--- src/rtl/fifo_pkg.sv ---
// Shared constants and helpers for the dual-lane queue and its storage.
package fifo_pkg;

    // Maximum entries moved per port per cycle.
    localparam int unsigned NumLanes = 2;

    // Count width able to hold 0..depth inclusive.
    function automatic int unsigned cnt_width(input int unsigned depth);
        return $clog2(depth) + 1;
    endfunction

endpackage

--- src/rtl/fifo_ram_2w2r.sv ---
// Queue storage: two synchronous write ports, two asynchronous read ports, no reset.
module fifo_ram_2w2r #(
    parameter int unsigned DEPTH  = 16,
    parameter int unsigned DATA_W = 32,
    localparam int unsigned AW    = $clog2(DEPTH)
) (
    input  logic              clk,
    input  logic              we0,
    input  logic [AW-1:0]     waddr0,
    input  logic [DATA_W-1:0] wdata0,
    input  logic              we1,
    input  logic [AW-1:0]     waddr1,
    input  logic [DATA_W-1:0] wdata1,
    input  logic [AW-1:0]     raddr0,
    output logic [DATA_W-1:0] rdata0,
    input  logic [AW-1:0]     raddr1,
    output logic [DATA_W-1:0] rdata1
);

    logic [DATA_W-1:0] mem [DEPTH];

    // Write addresses are always distinct when both ports fire (ptr and ptr+1).
    always_ff @(posedge clk) begin
        if (we0) begin
            mem[waddr0] <= wdata0;
        end
        if (we1) begin
            mem[waddr1] <= wdata1;
        end
    end

    assign rdata0 = mem[raddr0];
    assign rdata1 = mem[raddr1];

endmodule

--- src/rtl/multi_port_queue.sv ---
// Circular FIFO accepting up to two pushes and two pops per cycle, first-word-fall-through.
module multi_port_queue
    import fifo_pkg::*;
#(
    parameter int unsigned DEPTH     = 16,
    parameter int unsigned DATA_W    = 32,
    parameter int unsigned AFULL_LVL = DEPTH - 2,
    localparam int unsigned CNT_W    = cnt_width(DEPTH)
) (
    input  logic              clk,
    input  logic              rst,
    input  logic              flush,
    input  logic [1:0]        wr_cnt,
    input  logic [DATA_W-1:0] wr_data0,
    input  logic [DATA_W-1:0] wr_data1,
    input  logic [1:0]        rd_cnt,
    output logic [DATA_W-1:0] rd_data0,
    output logic [DATA_W-1:0] rd_data1,
    output logic [CNT_W-1:0]  count,
    output logic              empty,
    output logic              full,
    output logic              afull,
    output logic              err
);

    localparam int unsigned AW = $clog2(DEPTH);
    localparam logic [CNT_W-1:0] DepthCnt = CNT_W'(DEPTH);
    localparam logic [CNT_W-1:0] AfullCnt = CNT_W'(AFULL_LVL);

    logic [AW-1:0]    rd_ptr_q, rd_ptr_d;
    logic [AW-1:0]    wr_ptr_q, wr_ptr_d;
    logic [CNT_W-1:0] count_q, count_d;
    logic             err_q, err_d;

    logic [CNT_W-1:0] free_space;
    logic             push_ok, pop_ok;
    logic [1:0]       push_n, pop_n;
    logic [DATA_W-1:0] ram_rdata0, ram_rdata1;

    // Room is judged on the pre-pop occupancy; a same-cycle pop never frees space.
    assign free_space = DepthCnt - count_q;
    assign push_ok    = (32'(wr_cnt) <= NumLanes) && (CNT_W'(wr_cnt) <= free_space);
    assign pop_ok     = (32'(rd_cnt) <= NumLanes) && (CNT_W'(rd_cnt) <= count_q);
    assign push_n     = push_ok ? wr_cnt : 2'd0;
    assign pop_n      = pop_ok ? rd_cnt : 2'd0;

    always_comb begin
        rd_ptr_d = rd_ptr_q;
        wr_ptr_d = wr_ptr_q;
        count_d  = count_q;
        err_d    = err_q;
        if (flush) begin
            rd_ptr_d = '0;
            wr_ptr_d = '0;
            count_d  = '0;
        end else begin
            wr_ptr_d = wr_ptr_q + AW'(push_n);
            rd_ptr_d = rd_ptr_q + AW'(pop_n);
            count_d  = count_q + CNT_W'(push_n) - CNT_W'(pop_n);
            err_d    = err_q | ~push_ok | ~pop_ok;
        end
    end

    always_ff @(posedge clk) begin
        if (rst) begin
            rd_ptr_q <= '0;
            wr_ptr_q <= '0;
            count_q  <= '0;
            err_q    <= 1'b0;
        end else begin
            rd_ptr_q <= rd_ptr_d;
            wr_ptr_q <= wr_ptr_d;
            count_q  <= count_d;
            err_q    <= err_d;
        end
    end

    fifo_ram_2w2r #(
        .DEPTH  (DEPTH),
        .DATA_W (DATA_W)
    ) u_ram (
        .clk    (clk),
        .we0    (~rst & ~flush & (push_n != 2'd0)),
        .waddr0 (wr_ptr_q),
        .wdata0 (wr_data0),
        .we1    (~rst & ~flush & (push_n == 2'd2)),
        .waddr1 (wr_ptr_q + AW'(1)),
        .wdata1 (wr_data1),
        .raddr0 (rd_ptr_q),
        .rdata0 (ram_rdata0),
        .raddr1 (rd_ptr_q + AW'(1)),
        .rdata1 (ram_rdata1)
    );

    assign rd_data0 = (count_q >= CNT_W'(1)) ? ram_rdata0 : '0;
    assign rd_data1 = (count_q >= CNT_W'(2)) ? ram_rdata1 : '0;
    assign count    = count_q;
    assign empty    = (count_q == '0);
    assign full     = (count_q == DepthCnt);
    assign afull    = (count_q >= AfullCnt);
    assign err      = err_q;

endmodule

--- config.mk ---
export PLATFORM = sky130hd
export DESIGN_NAME = multi_port_queue
export DESIGN_NICKNAME = d
export VERILOG_FILES = /design/src/rtl/fifo_pkg.sv /design/src/rtl/fifo_ram_2w2r.sv /design/src/rtl/multi_port_queue.sv
export SDC_FILE = /design/constraint.sdc
export NUM_CORES = 1
export LEC_CHECK = 0
export BUFFER_PORTS_ARGS = -buffer_cell sky130_fd_sc_hd__buf_2
export CAP_MARGIN = 40
export CORE_UTILIZATION = 60
export DETAILED_ROUTE_END_ITERATION = 6
export GPL_TIMING_DRIVEN = 0
export PLACE_DENSITY_LB_ADDON = 0.1
export SLEW_MARGIN = 20
export SYNTH_ARGS = -nofsm -noshare
export SYNTH_HDL_FRONTEND = slang
export SYNTH_HIERARCHICAL = 1
export SYNTH_SLANG_ARGS = --single-unit
export TNS_END_PERCENT = 50
--- constraint.sdc ---
create_clock -name clk -period 6 [get_ports clk]
set_clock_uncertainty 0.2 [all_clocks]
set_input_delay 1.2 -clock clk [delete_from_list [all_inputs] [get_ports clk]]
set_output_delay 1.2 -clock clk [all_outputs]
set_load 0.005 [all_outputs]
# After elaboration in Yosys (flattened, before gate mapping)
# Memories as Yosys holds them, arrays and structs flattened. A register that Yosys moved wholly into a read port is not among the register bits.
# Cells that the tools add are included.
[totals] reg_bits=14 mem_bits_rw=512 input_bits=71 out_inout_bits=73 wordCells=44 memories=1
[classes] n_addsub=7 n_lt_le_gt_ge=7 n_eq_ne=2 n_mux=9 bitwise_logic=9 n_reduce_logical=5
[mem_list] name="u_ram.mem" depth=16 width=32 rd=2 rd_clocked_by_memory_dff=1 wr=2 line_no="fifo_ram_2w2r.sv:20" source="logic [DATA_W-1:0] mem [DEPTH];"
[op_table] cell="two-way mux 32 bit" count=2
[op_table] cell="less-or-equal comparator 2 x 5 -> 1 bit" count=2
[op_table] cell="adder 4 x 1 -> 4 bit (second input constant)" count=2
[op_table] cell="adder 4 x 2 -> 4 bit" count=2
[op_table] cell="adder 5 x 2 -> 5 bit" count=1
[op_table] cell="== test 5 bit (second input constant)" count=1
[op_table] cell=">= comparator 5 x 1 -> 1 bit (second input constant)" count=1
[op_table] cell=">= comparator 5 x 2 -> 1 bit (second input constant)" count=1
[op_table] cell=">= comparator 5 x 4 -> 1 bit (second input constant)" count=1
[op_table] cell="logical NOT 5 bit" count=1
[op_table] cell="subtractor 5 x 2 -> 5 bit" count=1
[op_table] cell="subtractor 5 bit (first input constant)" count=1
[op_table] cell="less-or-equal comparator 2 bit (second input constant)" count=2
[op_table] cell="two-way mux 1 bit" count=4
[op_table] cell="two-way mux 2 bit" count=2
[op_table] cell="two-way mux 4 bit" count=1
[op_table] cell="inverter 1 bit" count=4
[op_table] cell="AND 1 bit" count=3
[op_table] cell="== test 2 bit (second input constant)" count=1
[op_table] cell="logical AND 1 bit" count=2
[op_table] cell="bitwise OR 1 bit" count=2
[op_table] cell="nonzero test 2 bit" count=1
[op_table] cell="OR reduction 2 bit" count=1

# Depth between registers and ports, before layout
[depth] depth_word=8 depth_mapped=16 depth_no_buf=16

# Cells and area by module
# Netlist, hierarchy kept.
[by_module_without_submodules] module="fifo_ram_2w2r" instances=1 cells_each=1732 area_each_um2=29632.2 seq_area_each_um2=15374.7
[by_module_without_submodules] module="multi_port_queue" instances=1 cells_each=202 area_each_um2=1605.3 seq_area_each_um2=280.3

# Worst setup path before layout
# No wires, ideal clock.
[synth_timing] path_kind="input-to-reg" from="input wr_cnt[1]" to="memory u_ram.mem[2][0], enable pin" setup_ps=466 arrival_time_ps=4850 t_required_ps=5334 setup_slack_ps=484 path_stages=6 n_path_buf=0 path_cell_list="ha_1 a21oi_1 o31ai_1 nor2_1 or3b_2 o21ai_0"
[synth_rtl] item="from (decl)" line_no="multi_port_queue.sv:13" source="input logic [1:0] wr_cnt,"
[synth_rtl] item="to (decl)" line_no="fifo_ram_2w2r.sv:20"

# Worst setup path in the final report
[layout_timing] from="register rd_ptr_q[1]" to="output rd_data1[0]"
[layout_via] elab_chain_cells=3
[layout_rtl] item="from (decl)" line_no="multi_port_queue.sv:30" source="logic [AW-1:0] rd_ptr_q, rd_ptr_d;"
[layout_rtl] item="from (signal assigned)" line_no="multi_port_queue.sv:71" source="rd_ptr_q <= rd_ptr_d;"
[layout_rtl] item="adder 4 x 1 -> 4 bit" line_no="multi_port_queue.sv:91" source=".raddr1 (rd_ptr_q + AW'(1)),"
[layout_rtl] item="memory read (16 x 32 bit)"
[layout_rtl] item="via ram_rdata1[0]" line_no="multi_port_queue.sv:38" source="logic [DATA_W-1:0] ram_rdata0, ram_rdata1;"
[layout_rtl] item="two-way mux 32 bit" line_no="multi_port_queue.sv:96" source="assign rd_data1 = (count_q >= CNT_W'(2)) ? ram_rdata1 : '0;"
[layout_rtl] item="to (decl)" line_no="multi_port_queue.sv:18" source="output logic [DATA_W-1:0] rd_data1,"
# The timed path passes the listed nets, and every way through them passes these cells.

==> flow_summary_export.csv <==
group,metric,value,unit
route,wl_met1,36200,um
place,post-place-ws,1.06,ns
finish,area_delta_synth_final,15.6,%
route,topRoutingLayerUsed,"met5",
setup_path,path_cells,"ha_1, clkbuf_1, clkbuf_1, buf_6, mux4_2, a22oi_1, nand2_1, and2_1, buf_2",
global_route,grt_pass1_wl,147000,um
clock_network,cts_tree,"yes",
global_route,grt_max_degree,17,
synthesis,synth-seq-cells,526,
sta,finalMaxSlewViolations,0,
route,via_count,21400,
synthesis,synth-edff-count,512,
synthesis,yosysMostFrequentCell,"edfxtp_1",
global_route,grt_antenna_before_repair,4,
setup_path,critical_path_required,4.60,ns
setup_path,startpoint,"rd_ptr_q[1]",
synthesis,synth_async_sr_flop_share,0,%
route,routed_via_density,7.29,
global_route,grt_pass1_vias,21700,
place,portBuffers,143,
route,met3_length,14100,um
setup_path,crit_path_max_fanout,10,
finish,layout.nets,2310,
sta,period_needed,5.24,ns
clock_network,cts_resized,0,
route,wirelength,103000,um
finish,fin_cells,2935,
setup_path,cpMostUsedCell,"clkbuf_1",
route,firstDrtPassIters,6,
setup_path,cp-start-kind,"flop",
global_route,grt_overflow,0,
synthesis,ys_seq_area_share,50.1,%
clock_network,clock_sinks,526,
sta,fmax,0.191,GHz
sta,tightest_slew,0.929,ns
floorplan,num_io_pins,144,
floorplan,die_y,230,um
finish,layout-drive-gt1-share,51.4,%
clock_network,clockBufferDepth,3,
clock_network,clk_pin_slew,0.07,ns
floorplan,std_cell_rows,83,
synthesis,synth_top_flop_cell,"edfxtp_1",
route,drtIter0Drc,3017,
setup_path,end_kind,"output port",
setup_path,critPathSlowestCell,"clkbuf_1",
route,ant_nets,0,
hold_path,min_from,"err",
synthesis,syn_avg_cell_area,16.2,sq um
setup_path,path_class,"reg -> out",
floorplan,dieArea,53000,sq um
clock_network,cts.htree.levels,2,
synthesis,netlist_instances,1934,
route,met2_length,47200,um
sta,min_period_over_period,87.3,%
route,route.detailed.drc,0,
synthesis,synth_area,31200,sq um
sta,setup_viol_count_final,0,
clock_network,worstSkewPairLatency,0.63,ns
sta,relSlewSlack,38.1,%
setup_path,max_stage_delay,0.64,ns
finish,finish.utilization,70.2,%
sta,hold_viol,0,
power,peakVddDrop,0.000252,V
clock_network,postCtsSetupRepairBufs,0,
synthesis,synth_top_area_share,49.2,%
power,p_leak,12.4,nW
place,post-place-cells,2818,
outcome,status,"finished clean",
sta,rsz0062_at_grt,"no",
finish,fillers,3351,
floorplan,start_util,60.8,%
setup_path,critical-path-top-delay-family,"buffers and inverters",
place,dpl.hpwl,71100,um
place,gp_congestion,0.866,
clock_network,ctsHoldBuffers,0,
sta,setup_ws,0.763,ns
setup_path,regToRegSetupSlack,1.33,ns
route,wl_per_cell,35.1,um
synthesis,synthDistinctLibCells,45,
synthesis,yosys-top-cells-count,"edfxtp_1 (512), mux2_2 (440), mux4_2 (256), a22oi_1 (128), clkbuf_1 (128)",
global_route,grt_usage,39.2,%
power,power.density,290,nW/um^2
synthesis,synth.net_count,2034,
setup_path,arrival,3.84,ns
clock_network,cts_made_buffers,55,
synthesis,ys_top_cells_by_area,"edfxtp_1 (49%), mux4_2 (18%), mux2_2 (16%), a22oi_1 (3.1%), mux2_4 (2.8%)",
synthesis,synth_top_area_cell,"edfxtp_1",
setup_path,worstReg2RegStart,"count[2]",
floorplan,fp.dieW,230,um
floorplan,core_area,51400,sq um
synthesis,yosys_warnings,6,
setup_path,cp_num_buf_inv,4,
clock_network,cts_root_buffer,"clkbuf_16",
run,drv_cap,0,
hold_path,min_path_type,"reg -> reg",
==> cell families after synthesis <==
kind of cell               Yosys count  share of synthesized area [%]
muxes                              768                           37.6
DFF                                526                           50.1
buffers and inverters              232                           3.42
and+or+nand+nor                    204                           3.45
AOI/OAI and AO/OA                  162                           3.78
adders and majority gates           29                           1.26
xor gates and xnor gates            13                          0.364
==> per-stage QoR <==
step / setup TNS (ns) / total power (W) / instance area [sq um] / hold slack [ns]
6_report: 0 / 0.0105 / 36100 / 0.279
3_3_place_gp: -954.47 / 0.00687 / 32800 / 0.266
3_5_place_dp: 0 / 0.00700 / 34200 / 0.272
5_1_grt: 0 / 0.0108 / 36100 / 0.314
2_1_floorplan: 0 / 0.00590 / 31200 / 0.266
4_1_cts: 0 / 0.0104 / 35900 / 0.283
==> layer usage <==
metal,vias up,track usage [%]
met4,4,18.9
met2,1727,59.5
li1,8400,-
met5,-,0
met1,10900,52.4
met3,374,11.2
==> layout by cell type, fill, tap and decap left out, types with 13 or more instances in the layout <==
| cell | n |
|---|---|
| a22oi_1 | 128 |
| mux4_2 | 256 |
| ha_1 | 25 |
| buf_2 | 197 |
| clkbuf_1 | 135 |
| buf_8 | 14 |
| mux2_4 | 58 |
| buf_4 | 17 |
| nor2_1 | 24 |
| mux2_1 | 14 |
| and2_1 | 73 |
| clkinv_1 | 13 |
| mux2_2 | 440 |
| buf_6 | 44 |
| inv_1 | 21 |
| clkbuf_16 | 56 |
| dfxtp_1 | 14 |
| edfxtp_1 | 512 |
| nand2_1 | 72 |
| buf_16 | 25 |
==> sequential cells by signal (all words and copies together), names as in the netlist <==
name,count
err,1
count,5
rd_ptr_q,4
wr_ptr_q,4
u_ram/mem,512
==> where the power goes <==
group | total, W | leakage, nW | switching [W] | internal (W)
Clock | 0.00343 | 0.880 | 0.00147 | 0.00197
Sequential | 0.00416 | 4.72 | 0.0000545 | 0.00411
Combinational | 0.00289 | 6.80 | 0.00157 | 0.00131
==> layout make-up <==
| cell class | instances | area [sq um] | area share (%) |
|---|---|---|---|
| Sequential cell | 526 | 15700 | 43.4 |
| Multi-Input combinational cell | 1176 | 14700 | 40.8 |
| Timing Repair Buffer | 219 | 2040 | 5.64 |
| Clock buffer | 68 | 1500 | 4.14 |
| Buffer | 211 | 991 | 2.74 |
| Tap cell | 680 | 851 | 2.36 |
| Clock inverter | 31 | 279 | 0.773 |
| Inverter | 21 | 78.8 | 0.218 |
| Antenna cell | 3 | 7.51 | 0.0208 |
==> worst min-delay path, cell delays in order (launching register included) <==
cell,delay [ns]
dfxtp_1,0.31
inv_1,0.06
a31oi_1,0.07
==> path summary, 6_finish.rpt <==
| kind | endpoint | cells past startpoint |
|---|---|---|
| max | rd_data1[0] | 9 |
| min | err | 2 |
| max reg2reg | u_ram/mem[2][15] | 14 |
| min reg2reg | err | 2 |
(Power assumes the default switching activity.)
